## config.mk

```make
export PLATFORM = sky130hd
export DESIGN_NAME = match_game_core
export DESIGN_NICKNAME = d
export VERILOG_FILES = /design/src/rtl/match_game_core.sv
export SDC_FILE = /design/constraint.sdc
export NUM_CORES = 1
export LEC_CHECK = 0
export BUFFER_PORTS_ARGS = -buffer_cell sky130_fd_sc_hd__buf_2
export CAP_MARGIN = 20
export CORE_ASPECT_RATIO = 0.7
export CORE_MARGIN = 3
export CORE_UTILIZATION = 55
export DETAILED_ROUTE_END_ITERATION = 10
export GPL_TIMING_DRIVEN = 0
export PLACE_DENSITY = 0.84
export SYNTH_ARGS = -nofsm -noshare
export SYNTH_HDL_FRONTEND = slang
export SYNTH_SLANG_ARGS = --single-unit
```

## constraint.sdc

```tcl
create_clock -name CLOCK_50 -period 4.95 [get_ports CLOCK_50]
set_clock_uncertainty 0.15 [all_clocks]
set_input_delay 0.495 -clock CLOCK_50 [delete_from_list [all_inputs] [get_ports CLOCK_50]]
set_output_delay 0.495 -clock CLOCK_50 [all_outputs]
set_load 0.01 [all_outputs]
```

## src/rtl/match_game_core.sv

```systemverilog
// match_game_core: round controller for the switch-matching reaction game.
// Holds CHANNELS LFSR-drawn target symbols, compares them with the player's
// guesses, and keeps a BCD elapsed-seconds timer and a saturating BCD score.
module match_game_core #(
    parameter int          CHANNELS      = 3,
    parameter int          SYM_W         = 2,
    parameter int          NUM_SYMBOLS   = 3,
    parameter int          TICKS_PER_SEC = 50_000_000,
    parameter int          ROUND_SECS    = 60,
    parameter logic [15:0] SEED          = 16'hACE1
) (
    input  logic                      CLOCK_50,
    input  logic                      resetn,
    input  logic                      start,
    input  logic                      submit,
    input  logic [CHANNELS*SYM_W-1:0] guess,
    output logic [CHANNELS*SYM_W-1:0] target,
    output logic [CHANNELS-1:0]       match,
    output logic [3:0]                secs_ones,
    output logic [3:0]                secs_tens,
    output logic [3:0]                score_ones,
    output logic [3:0]                score_tens,
    output logic                      playing,
    output logic                      game_over,
    output logic                      tick
);

    localparam int              IDX_W    = (CHANNELS > 1) ? $clog2(CHANNELS) : 1;
    localparam int              PRE_W    = (TICKS_PER_SEC > 1) ? $clog2(TICKS_PER_SEC) : 1;
    localparam logic [IDX_W-1:0] LAST_IDX = IDX_W'(CHANNELS - 1);
    localparam logic [PRE_W-1:0] LAST_PRE = PRE_W'(TICKS_PER_SEC - 1);
    localparam logic [3:0]      END_ONES = 4'(ROUND_SECS % 10);
    localparam logic [3:0]      END_TENS = 4'(ROUND_SECS / 10);
    localparam logic [7:0]      NSYM     = 8'(NUM_SYMBOLS);
    localparam logic [15:0]     TAPS     = 16'hB400;

    typedef enum logic [1:0] {
        IDLE,
        LOAD,
        PLAY,
        OVER
    } state_t;

    state_t               state;
    logic [15:0]          lfsr;
    logic [IDX_W-1:0]     idx;
    logic [PRE_W-1:0]     prescale;
    logic [CHANNELS-1:0]  match_next;
    logic [SYM_W-1:0]     new_sym;
    logic                 pre_wrap;
    logic                 final_sec;
    logic                 score_full;
    logic [3:0]           secs_ones_next;
    logic [3:0]           secs_tens_next;
    logic [3:0]           score_ones_next;
    logic [3:0]           score_tens_next;

    // Free-running Galois LFSR; shifts every cycle in every state.
    always_ff @(posedge CLOCK_50 or negedge resetn) begin
        if (!resetn) begin
            lfsr <= SEED;
        end else begin
            lfsr <= (lfsr >> 1) ^ (lfsr[0] ? TAPS : '0);
        end
    end

    // Per-channel comparison, only meaningful while a round is live.
    always_comb begin
        match_next = '0;
        for (int unsigned i = 0; i < CHANNELS; i++) begin
            match_next[i] = (guess[i*SYM_W +: SYM_W] == target[i*SYM_W +: SYM_W]) &&
                            (state == PLAY);
        end
    end

    // Registered match flags.
    always_ff @(posedge CLOCK_50 or negedge resetn) begin
        if (!resetn) begin
            match <= '0;
        end else begin
            match <= match_next;
        end
    end

    // Next symbol, BCD increments, and end-of-round detection.
    always_comb begin
        new_sym  = SYM_W'(lfsr[7:0] % NSYM);
        pre_wrap = (prescale == LAST_PRE);

        if (secs_ones == 4'd9) begin
            secs_ones_next = 4'd0;
            secs_tens_next = secs_tens + 4'd1;
        end else begin
            secs_ones_next = secs_ones + 4'd1;
            secs_tens_next = secs_tens;
        end
        final_sec = pre_wrap && (secs_ones_next == END_ONES) && (secs_tens_next == END_TENS);

        if (score_ones == 4'd9) begin
            score_ones_next = 4'd0;
            score_tens_next = score_tens + 4'd1;
        end else begin
            score_ones_next = score_ones + 4'd1;
            score_tens_next = score_tens;
        end
        score_full = (score_ones == 4'd9) && (score_tens == 4'd9);
    end

    // Game state machine: target loading, timer, score, and status outputs.
    always_ff @(posedge CLOCK_50 or negedge resetn) begin
        if (!resetn) begin
            state      <= IDLE;
            idx        <= '0;
            prescale   <= '0;
            target     <= '0;
            secs_ones  <= '0;
            secs_tens  <= '0;
            score_ones <= '0;
            score_tens <= '0;
            playing    <= 1'b0;
            game_over  <= 1'b0;
            tick       <= 1'b0;
        end else begin
            tick <= 1'b0;
            case (state)
                IDLE, OVER: begin
                    if (start) begin
                        score_ones <= '0;
                        score_tens <= '0;
                        secs_ones  <= '0;
                        secs_tens  <= '0;
                        prescale   <= '0;
                        idx        <= '0;
                        playing    <= 1'b0;
                        game_over  <= 1'b0;
                        state      <= LOAD;
                    end
                end
                LOAD: begin
                    target[idx*SYM_W +: SYM_W] <= new_sym;
                    if (idx == LAST_IDX) begin
                        playing <= 1'b1;
                        state   <= PLAY;
                    end else begin
                        idx <= idx + 1'b1;
                    end
                end
                PLAY: begin
                    prescale <= pre_wrap ? '0 : prescale + 1'b1;
                    if (pre_wrap) begin
                        tick      <= 1'b1;
                        secs_ones <= secs_ones_next;
                        secs_tens <= secs_tens_next;
                    end
                    // The final tick takes priority over a simultaneous submit.
                    if (final_sec) begin
                        playing   <= 1'b0;
                        game_over <= 1'b1;
                        state     <= OVER;
                    end else if (submit && (&match)) begin
                        if (!score_full) begin
                            score_ones <= score_ones_next;
                            score_tens <= score_tens_next;
                        end
                        idx     <= '0;
                        playing <= 1'b0;
                        state   <= LOAD;
                    end
                end
                default: begin
                    state <= IDLE;
                end
            endcase
        end
    end

endmodule

```

==> results.py, run 1 <==
metrics = {
    "status": {
        "status": "finished clean",
    },
    "synth": {
        "synth-seq-cells": 74,
        "synth_nets": 472,
        "synthTopCellsByCount": "dfrtp_1, nand2_1, o21ai_0",
        "synth_area_per_cell_um2": 9.45,
        "syn_inst": 446,
        "synth_top_cell_area_share_pct": 39.2,
        "yosys_warnings": 0,
        "yosysMostFrequentCell": "dfrtp_1",
        "ys.flop_type": "dfrtp_1",
        "seq_area_frac_synth_pct": 44.2,
        "synth_edf_count": 0,
        "netlist_area_mm2": 0.00421,
        "ys_top_cells_by_area": "dfrtp_1, dfstp_2, ha_1",
        "yosysTopAreaCell": "dfrtp_1",
        "synthDistinctLibCells": 63,
        "synthArstFlopShare_pct": 100,
    },
    "floorplan": {
        "die_h_um": 79.2,
        "top_level_ports": 38,
        "start_util_pct": 57.3,
        "dieArea_mm2": 0.00876,
        "rows": 26,
        "die_x_um": 111,
        "core_mm2": 0.00735,
    },
    "finish": {
        "multi_input_area_mm2": 0.00221,
        "final_cells": 599,
        "nFillCells": 621,
        "utilization_pct": 64.7,
        "fin_nets": 522,
        "regArea_mm2": 0.00186,
        "syn_to_final_growth_pct": 12.9,
        "num_antenna_cells": 0,
        "drive_gt1_share_pct": 15.4,
        "final_area_mm2": 0.00476,
    },
    "power": {
        "p_leak_nw": 2.15,
        "power.switching_mw": 0.581,
        "p_int_mw": 1.05,
        "pwr_density_cell_mw_per_mm2": 342,
        "peakVddDrop_mv": 0.248,
        "power_frac_seq_pct": 41.6,
        "p_sw_share_pct": 35.7,
        "p_comb_share_pct": 29.0,
        "p_clk_share_pct": 29.4,
    },
    "drt": {
        "final_antenna_net_count": 0,
        "wirelength_mm": 9.81,
        "first_pass_iters": 5,
        "wire_per_inst_um": 16.4,
        "drt-vias-per-instance": 6.11,
        "num_vias": 3661,
        "drcViolationCount": 0,
        "detail_route.iter0.violations": 260,
    },
    "clock_tree": {
        "htree_levels": 3,
        "clk_pin_slew_ns": 0.07,
        "clk_latency_ns": 0.35,
        "clockBufferDepth": 2,
        "clkSinkCount": 74,
        "cts_buffers": 9,
        "cts_setup_buffers": 0,
        "cts_tree": "done",
        "cts_root_buffer": "clkbuf_8",
    },
    "setup_path": {
        "critical_path_class": "flop to flop",
        "crit_arrival_ns": 4.71,
        "critPathLaunchType": "flop",
        "path_max_fanout": 10,
        "cp_slowest_cell": "dfstp_2",
        "cp_top_family": "compound AO/OA/AOI/OAI gates",
        "cp_cell_sequence": "clkbuf_1 -> nor3b_1 -> a211o_1 -> a22oi_1 -> and2_4 -> buf_6 -> inv_1 -> ha_1 -> clkbuf_1 -> nor2b_1 -> o211ai_1 -> o21ai_0 -> ha_1 -> nor3b_1 -> nor2b_1 -> a2111oi_0 -> a211o_1 -> a22o_1",
        "required_ns": 5.08,
        "critPathBufInv": 4,
        "end_kind": "flop",
        "max_stage_delay_ns": 0.54,
    },
    "sta": {
        "final.setup.tns_ns": 0,
        "worst_pin_slew_ns": 0.764,
        "setup_viol": 0,
        "relSlewSlack_pct": 48.7,
        "holdWs_ns": 0.203,
        "finalCriticalPeriod_ns": 4.58,
        "hold_violations": 0,
        "fmax_ghz": 0.218,
        "rsz0062_at_grt": "false",
        "final_max_slew_viol_count": 0,
        "fin_crit_sh_pct": 92.5,
    },
    "placed_design": {
        "numPlacedInstances": 582,
        "placed_cell_area_mm2": 0.00455,
        "hpwl_mm": 7.03,
        "portBuffers": 37,
        "place_congestion": 0.846,
    },
    "global_routing": {
        "grt_pass1_wl_mm": 16.8,
        "grt_pass1_vias": 3436,
        "track_usage_pct": 23.7,
        "overflow": 0,
        "grt_max_degree": 75,
        "antenna_found_initial": 0,
    },
    "min_path": {
        "hold_class": "flop to flop",
    },
    "flow_run": {
        "cap_viol_max_count": 0,
    },
}
[final cells by class]
class,instances,area share [%]
clock buffers,14,3.42
clock inverters,2,0.736
repair buffers,39,4.73
plain buffers,17,1.66
well taps,98,2.58
inverters,18,1.42
multi-input cells,337,46.3
flip-flops and latches,74,39.1
[cells in the final DEF (no fill, tap or decap), drive strengths merged, types with 6 or more instances in the layout]
cell     n
nor3     9
nand3b   7
inv     18
nand2   42
ha      16
o31ai    6
and3     7
nor2    27
nand4   12
nor2b    6
or3     10
nand3   21
xnor2    7
buf     45
a21oi   23
o21ai   37
xor2    17
nor3b    6
dfstp    8
clkbuf  24
nor4     6
a22o     6
dfrtp   66
[power groups by stage]
| stage | Sequential, mW | Combinational [mW] | Clock [mW] |
|---|---|---|---|
| final | 0.677 | 0.472 | 0.478 |
| after global routing | 0.683 | 0.537 | 0.515 |
| after CTS | 0.677 | 0.467 | 0.489 |
| after detailed placement | 0.688 | 0.464 | 0 |
| after global placement | 0.684 | 0.437 | 0 |
| after floorplan | 0.684 | 0.322 | 0 |
[through the flow]
stage | power (mW) | setup slack [ns]
2_1_floorplan | 1.01 | 1.17
3_3_place_gp | 1.12 | 0.803
3_5_place_dp | 1.15 | 0.489
4_1_cts | 1.63 | 0.436
5_1_grt | 1.73 | 0.147
6_report | 1.63 | 0.371
[kinds of logic (layout without fill, tap and decap cells)]
family	count (synthesis)	after routing	synth area share, %
AOI/OAI and AO/OA	104	104	16.0
DFF	74	74	44.2
and+or+nand+nor	183	183	24.0
muxes	10	10	2.61
adders and majority gates	16	16	4.75
buffers and inverters	35	90	3.47
xor gates and xnor gates	24	24	4.99
[per-layer routing]
metal | wire [um] | global-route usage (%)
met5 | 0 | 0
met4 | 113 | 6.27
met1 | 4750 | 33.9
met2 | 4410 | 36.3
met3 | 545 | 5.71
[repair_timing]
| item | CTS | global route |
|---|---|---|
| endpoints found under the hold margin | 1 | 0 |
| hold buffers | 1 | 0 |
| resized for setup | 0 | 0 |
[flip-flops by register name (all words and copies together) (netlist names)]
name and flops:
prescale 26, lfsr 16, target 6, score_ones 4
score_tens 4, secs_ones 4, secs_tens 4, match 3
idx 2, state 2, game_over 1, playing 1
tick 1
[final timing paths]
kind | slack (ns) | cells past startpoint | start | endpoint
hold / removal | 0.20 | 0 | lfsr[9] | lfsr[8]
setup / recovery | 0.37 | 18 | lfsr[6] | target[1]
max in group asynchronous | 3.77 | 3 | resetn | lfsr[15]
setup reg to reg | 0.37 | 18 | lfsr[6] | target[1]
min in group asynchronous | 0.53 | 3 | resetn | secs_ones[1]
hold reg to reg | 0.20 | 0 | lfsr[9] | lfsr[8]
(Power assumes the default switching activity.)
==> inputs of run 2 (changes only) <==
Settings changed: CELL_PAD_IN_SITES_DETAIL_PLACEMENT set to 0, CELL_PAD_IN_SITES_GLOBAL_PLACEMENT set to 1, CORE_UTILIZATION 55 to 46, PLACE_DENSITY 0.84 to 0.88.
==> run 2 against run 1 <==
Against the previous run: count of clock-buffer cells in the layout increased by 1; sequential power about the same; register-to-register slack improved by 0.14 ns; via count decreased by 3.7%; combinational power about the same; non-clock buffer count unchanged; global-route usage decreased by 4.0 points; sequential share of layout area decreased by 0.75 points; utilization decreased by 8.9 points; wire length decreased by 3.3%; total power increased by 6.1%; worst hold slack got worse by 0.00084 ns; critical path type unchanged; largest power group unchanged.
==> results.py, run 2 (synthesis gave the netlist of run 1 again) <==
metrics = {
    "placed_design": {
        "numPlacedInstances": 604,
        "portBuffers": 37,
        "hpwl_mm": 6.81,
        "dp_slack_ns": 0.612,
        "place_congestion": 0.782,
        "placed_cell_area_mm2": 0.00458,
    },
    "finish": {
        "regMostFlops": "prescale",
        "largestRegisters": "prescale (26), lfsr (16), target (6)",
        "final_common_cell": "dfrtp_1",
        "largest_register_ffs": 26,
        "num_antenna_cells": 0,
        "fin_nets": 522,
        "nFillCells": 796,
        "final_area_mm2": 0.00485,
        "final_cells": 621,
        "final_cell_mix": "dfrtp_1, buf_2, nand2_1",
        "drive_gt1_share_pct": 15.0,
        "syn_to_final_growth_pct": 15.1,
    },
    "floorplan": {
        "core_mm2": 0.00869,
        "dieArea_mm2": 0.0104,
        "start_util_pct": 48.5,
        "rows": 28,
        "die_x_um": 120,
        "top_level_ports": 38,
        "die_h_um": 86.1,
    },
    "clock_tree": {
        "clk_pin_slew_ns": 0.05,
        "clk_latency_ns": 0.33,
        "cts_root_buffer": "clkbuf_16",
        "cts_resized": 0,
        "clkSinkCount": 74,
        "cts_tree": "done",
        "clockBufferDepth": 2,
        "cts_buffers": 9,
        "htree_levels": 3,
        "cts_setup_buffers": 0,
    },
    "power": {
        "p_sw_share_pct": 34.0,
        "p_clk_share_pct": 33.7,
        "p_leak_nw": 2.18,
        "p_int_mw": 1.14,
        "p_comb_share_pct": 27.2,
        "peakVddDrop_mv": 0.277,
        "power_frac_seq_pct": 39.1,
        "power.switching_mw": 0.588,
        "p_total_mw": 1.73,
        "pwr_density_cell_mw_per_mm2": 356,
    },
    "sta": {
        "worst_pin_slew_ns": 0.784,
        "setup_viol": 0,
        "fin_crit_sh_pct": 89.7,
        "final_max_slew_viol_count": 0,
        "hold_violations": 0,
        "setup_ws_ns": 0.511,
        "relSlewSlack_pct": 47.4,
        "final.setup.tns_ns": 0,
        "finalCriticalPeriod_ns": 4.44,
        "fmax_ghz": 0.225,
        "rsz0062_at_grt": "false",
    },
    "drt": {
        "wire_per_inst_um": 15.3,
        "wirelength_mm": 9.49,
        "final_antenna_net_count": 0,
        "detail_route.iter0.violations": 279,
        "first_pass_iters": 5,
        "drt-vias-per-instance": 5.68,
        "drcViolationCount": 0,
        "num_vias": 3527,
    },
    "setup_path": {
        "cp_cell_sequence": "clkbuf_1 -> nor3b_1 -> a211o_1 -> a22oi_1 -> and2_4 -> buf_6 -> inv_1 -> ha_1 -> clkbuf_1 -> nor2b_1 -> o211ai_1 -> o21ai_0 -> ha_1 -> nor3b_1 -> nor2b_1 -> a2111oi_0 -> a211o_1 -> a22o_1",
        "cp_top_family": "compound AO/OA/AOI/OAI gates",
        "max_stage_delay_ns": 0.54,
        "critPathLaunchType": "flop",
        "critical_path_class": "flop to flop",
        "crit_arrival_ns": 4.56,
        "path_max_fanout": 10,
        "critPathBufInv": 4,
        "end_kind": "flop",
        "required_ns": 5.07,
        "cp_slowest_cell": "dfstp_2",
    },
    "global_routing": {
        "antenna_found_initial": 0,
        "track_usage_pct": 19.7,
        "grt_pass1_vias": 3272,
        "grt_max_degree": 72,
        "grt_pass1_wl_mm": 16.2,
        "overflow": 0,
    },
    "flow_run": {
        "cap_viol_max_count": 0,
    },
    "status": {
        "status": "finished clean",
    },
    "min_path": {
        "hold_class": "flop to flop",
    },
}
run 2: changes by cell type in the layout (fill, tap and decap cells not counted):
cell	before	now
clkbuf_16	0	9
clkbuf_8	11	1
bufinv_16	1	0
clkbuf_1	13	15
run 2: repair_timing:
action                                  in CTS  in global routing
endpoints found under the setup margin       0                  0
endpoints found under the hold margin        3                  0
hold buffers                                 1                  0
run 2: final timing paths:
| kind | startpoint | to | slack, ns | cells after the start |
|---|---|---|---|---|
| setup / recovery | lfsr[6] | target[1] | 0.51 | 18 |
| hold / removal | lfsr[9] | lfsr[8] | 0.20 | 0 |
| setup reg to reg | lfsr[6] | target[1] | 0.51 | 18 |
| hold reg to reg | lfsr[9] | lfsr[8] | 0.20 | 0 |
| max in group asynchronous | resetn | lfsr[15] | 3.72 | 3 |
| min in group asynchronous | resetn | lfsr[5] | 0.54 | 2 |
run 2: routing by layer:
metal / share of wire [%] / GRT usage (%) / vias to the layer above
li1: - / - / 1730
met1: 52 / 30.3 / 1710
met2: 42 / 27.5 / 75
met3: 4.3 / 4.15 / 12
met4: 1.4 / 6.38 / 0
met5: 0 / 0 / -
run 2: power by group through the flow:
stage          clock [mW]  combinational [mW]  sequential [mW]
2_1_floorplan           0               0.322            0.684
3_3_place_gp            0               0.455            0.684
3_5_place_dp            0               0.465            0.686
4_1_cts             0.602               0.473            0.675
5_1_grt             0.624               0.525            0.683
6_report            0.582               0.469            0.676
run 2: stage by stage:
step	hold WS (ns)	utilization (%)
2_1_floorplan	0.0494	-
3_3_place_gp	0.185	52.4
3_5_place_dp	0.193	52.7
4_1_cts	0.204	55.8
5_1_grt	0.210	55.8
6_report	0.202	55.8
run 2: area by class of cell:
cell class	count	area (um2)	area share, %
Buffer	17	78.8	1.62
Clock buffer	15	258	5.31
Clock inverter	1	5.00	0.103
Inverter	18	67.6	1.39
Multi-Input combinational cell	337	2210	45.5
Sequential cell	74	1860	38.4
Tap cell	120	150	3.09
Timing Repair Buffer	39	225	4.64
==> inputs of run 3 (changes only) <==
Settings changed: CORE_UTILIZATION 46 to 48, CTS_BUF_LIST set to sky130_fd_sc_hd__clkbuf_2 sky130_fd_sc_hd__clkbuf_4 sky130_fd_sc_hd__clkbuf_8, PLACE_DENSITY 0.88 to 0.91.
==> run 3 against run 2 <==
Against the previous run: global-route usage rose by 0.80 points; die area is 3.9% lower; sequential power about the same; sequential cell count did not move; clock power shrank 5.7%; critical endpoint is now target[2]; maximum frequency is 0.46% higher; wire length grew 2.0%; via count is 1.1% higher; worst hold slack improved by 0.0027 ns; critical path depth decreased by 1; cell area is 0.62% lower; final cell count down 0.64%.
==> results.py, run 3 (synthesis gave the netlist of run 1 again) <==
metrics = {
    "status": {
        "status": "finished clean",
    },
    "floorplan": {
        "dieArea_mm2": 0.00996,
        "die_x_um": 118,
        "start_util_pct": 51.5,
        "top_level_ports": 38,
        "rows": 27,
        "die_h_um": 84.4,
        "core_mm2": 0.00818,
    },
    "setup_path": {
        "crit_arrival_ns": 4.56,
        "cp_top_family": "compound AO/OA/AOI/OAI gates",
        "cp_cell_sequence": "clkbuf_1 -> nor3b_1 -> a211o_1 -> a22oi_1 -> and2_4 -> buf_6 -> inv_1 -> ha_1 -> clkbuf_1 -> nor2b_1 -> o211ai_1 -> o21ai_0 -> ha_1 -> or3_1 -> a22oi_1 -> a221oi_1 -> a32o_1",
        "end_kind": "flop",
        "path_max_fanout": 10,
        "worst_r2r_endpoint": "target[2]",
        "critPathLaunchType": "flop",
        "required_ns": 5.09,
        "critPathBufInv": 4,
        "critical_path_class": "flop to flop",
        "r2r_setup_slack_ns": 0.53,
        "cp_slowest_cell": "a221oi_1",
        "r2r_start": "lfsr[6]",
        "r2r_cells": 17,
        "max_stage_delay_ns": 0.61,
    },
    "drt": {
        "detail_route.iter0.violations": 262,
        "drcViolationCount": 0,
        "drt-vias-per-instance": 5.78,
        "final_antenna_net_count": 0,
        "wirelength_mm": 9.68,
        "wire_per_inst_um": 15.7,
        "num_vias": 3567,
        "first_pass_iters": 5,
    },
    "power": {
        "p_leak_nw": 2.17,
        "peakVddDrop_mv": 0.237,
        "pwr_density_cell_mw_per_mm2": 352,
    },
    "clock_tree": {
        "htree_levels": 3,
        "clk_pin_slew_ns": 0.08,
        "cts_tree": "done",
        "clkSinkCount": 74,
        "clk_latency_ns": 0.36,
        "clockBufferDepth": 2,
        "cts_buffers": 9,
        "cts_root_buffer": "clkbuf_8",
        "cts_setup_buffers": 0,
        "cts_resized": 0,
    },
    "placed_design": {
        "hpwl_mm": 6.91,
        "place_congestion": 0.874,
        "numPlacedInstances": 600,
        "dp_slack_ns": 0.623,
        "portBuffers": 37,
    },
    "min_path": {
        "hold_class": "flop to flop",
        "whs_endpoint": "lfsr[7]",
        "min_from": "lfsr[8]",
        "worstHoldPathCells": 0,
    },
    "sta": {
        "fin_crit_sh_pct": 89.3,
        "setup_viol": 0,
        "rsz0062_at_grt": "false",
        "setup_ws_ns": 0.531,
        "finalCriticalPeriod_ns": 4.42,
        "final_max_slew_viol_count": 0,
        "fmax_ghz": 0.226,
        "final.setup.tns_ns": 0,
        "hold_violations": 0,
        "worst_pin_slew_ns": 0.771,
        "relSlewSlack_pct": 48.2,
    },
    "global_routing": {
        "antenna_found_initial": 0,
        "grt_max_degree": 73,
        "track_usage_pct": 20.5,
        "grt_pass1_wl_mm": 16.7,
        "overflow": 0,
        "grt_pass1_vias": 3403,
    },
    "finish": {
        "num_antenna_cells": 0,
        "drive_gt1_share_pct": 16.0,
        "largest_register_ffs": 26,
        "final_cell_mix": "dfrtp_1, buf_2, nand2_1",
        "regMostFlops": "prescale",
        "final_common_cell": "dfrtp_1",
        "nFillCells": 735,
        "largestRegisters": "prescale (26), lfsr (16), target (6)",
        "syn_to_final_growth_pct": 14.4,
        "final_cells": 617,
        "fin_nets": 522,
    },
    "flow_run": {
        "cap_viol_max_count": 0,
    },
}
run 3: cell count changes in the layout (fill, tap and decap cells not counted):
cell,delta
clkbuf_1,-5
clkbuf_16,-9
clkbuf_8,+11
clkinvlp_4,+1
bufinv_16,+2
run 3: metrics by stage:
step,hold WS [ns],cell area (um2),util [%],power [mW]
global route,0.209,4820,59.0,1.80
CTS,0.206,4820,59.0,1.71
finish,0.205,4820,59.0,1.70
floorplan,0.0494,4210,-,1.01
detailed placement,0.188,4570,56.0,1.15
global placement,0.185,4540,55.6,1.13
run 3: power by group:
part | total [mW] | leakage, nW | internal [mW] | switching, mW
Sequential | 0.676 | 0.999 | 0.638 | 0.0385
Clock | 0.549 | 0.119 | 0.324 | 0.225
Combinational | 0.474 | 1.05 | 0.146 | 0.327
Total | 1.70 | 2.17 | 1.11 | 0.591
run 3: cell type report:
type / count / area (um2) / area share, %
plain buffers: 17 / 78.8 / 1.63
clock buffers: 12 / 165 / 3.43
clock inverters: 4 / 72.6 / 1.50
inverters: 18 / 67.6 / 1.40
multi-input cells: 337 / 2210 / 45.7
flip-flops and latches: 74 / 1860 / 38.6
well taps: 116 / 145 / 3.01
repair buffers: 39 / 225 / 4.67
run 3: how the worst max path moves through the flow:
stage | to | from | cells after the start
final | target[2] | lfsr[6] | 17
after global routing | target[5] | lfsr[6] | 18
after CTS | target[5] | lfsr[6] | 18
after detailed placement | target[1] | lfsr[6] | 18
after global placement | target[5] | lfsr[6] | 18
after floorplan | target[1] | lfsr[6] | 18
run 3: repair_timing:
item	in CTS	in global routing
hold buffers	1	0
endpoints found under the setup margin	0	0
endpoints found under the hold margin	2	0
run 3: metal layers:
| layer | wire length (um) | part of all wire, % | global-route usage (%) |
|---|---|---|---|
| met2 | 4120 | 43 | 29.7 |
| met4 | 95 | 0.98 | 5.21 |
| met1 | 4860 | 50 | 30.5 |
| met5 | 0 | 0 | 0 |
| met3 | 603 | 6.2 | 5.25 |
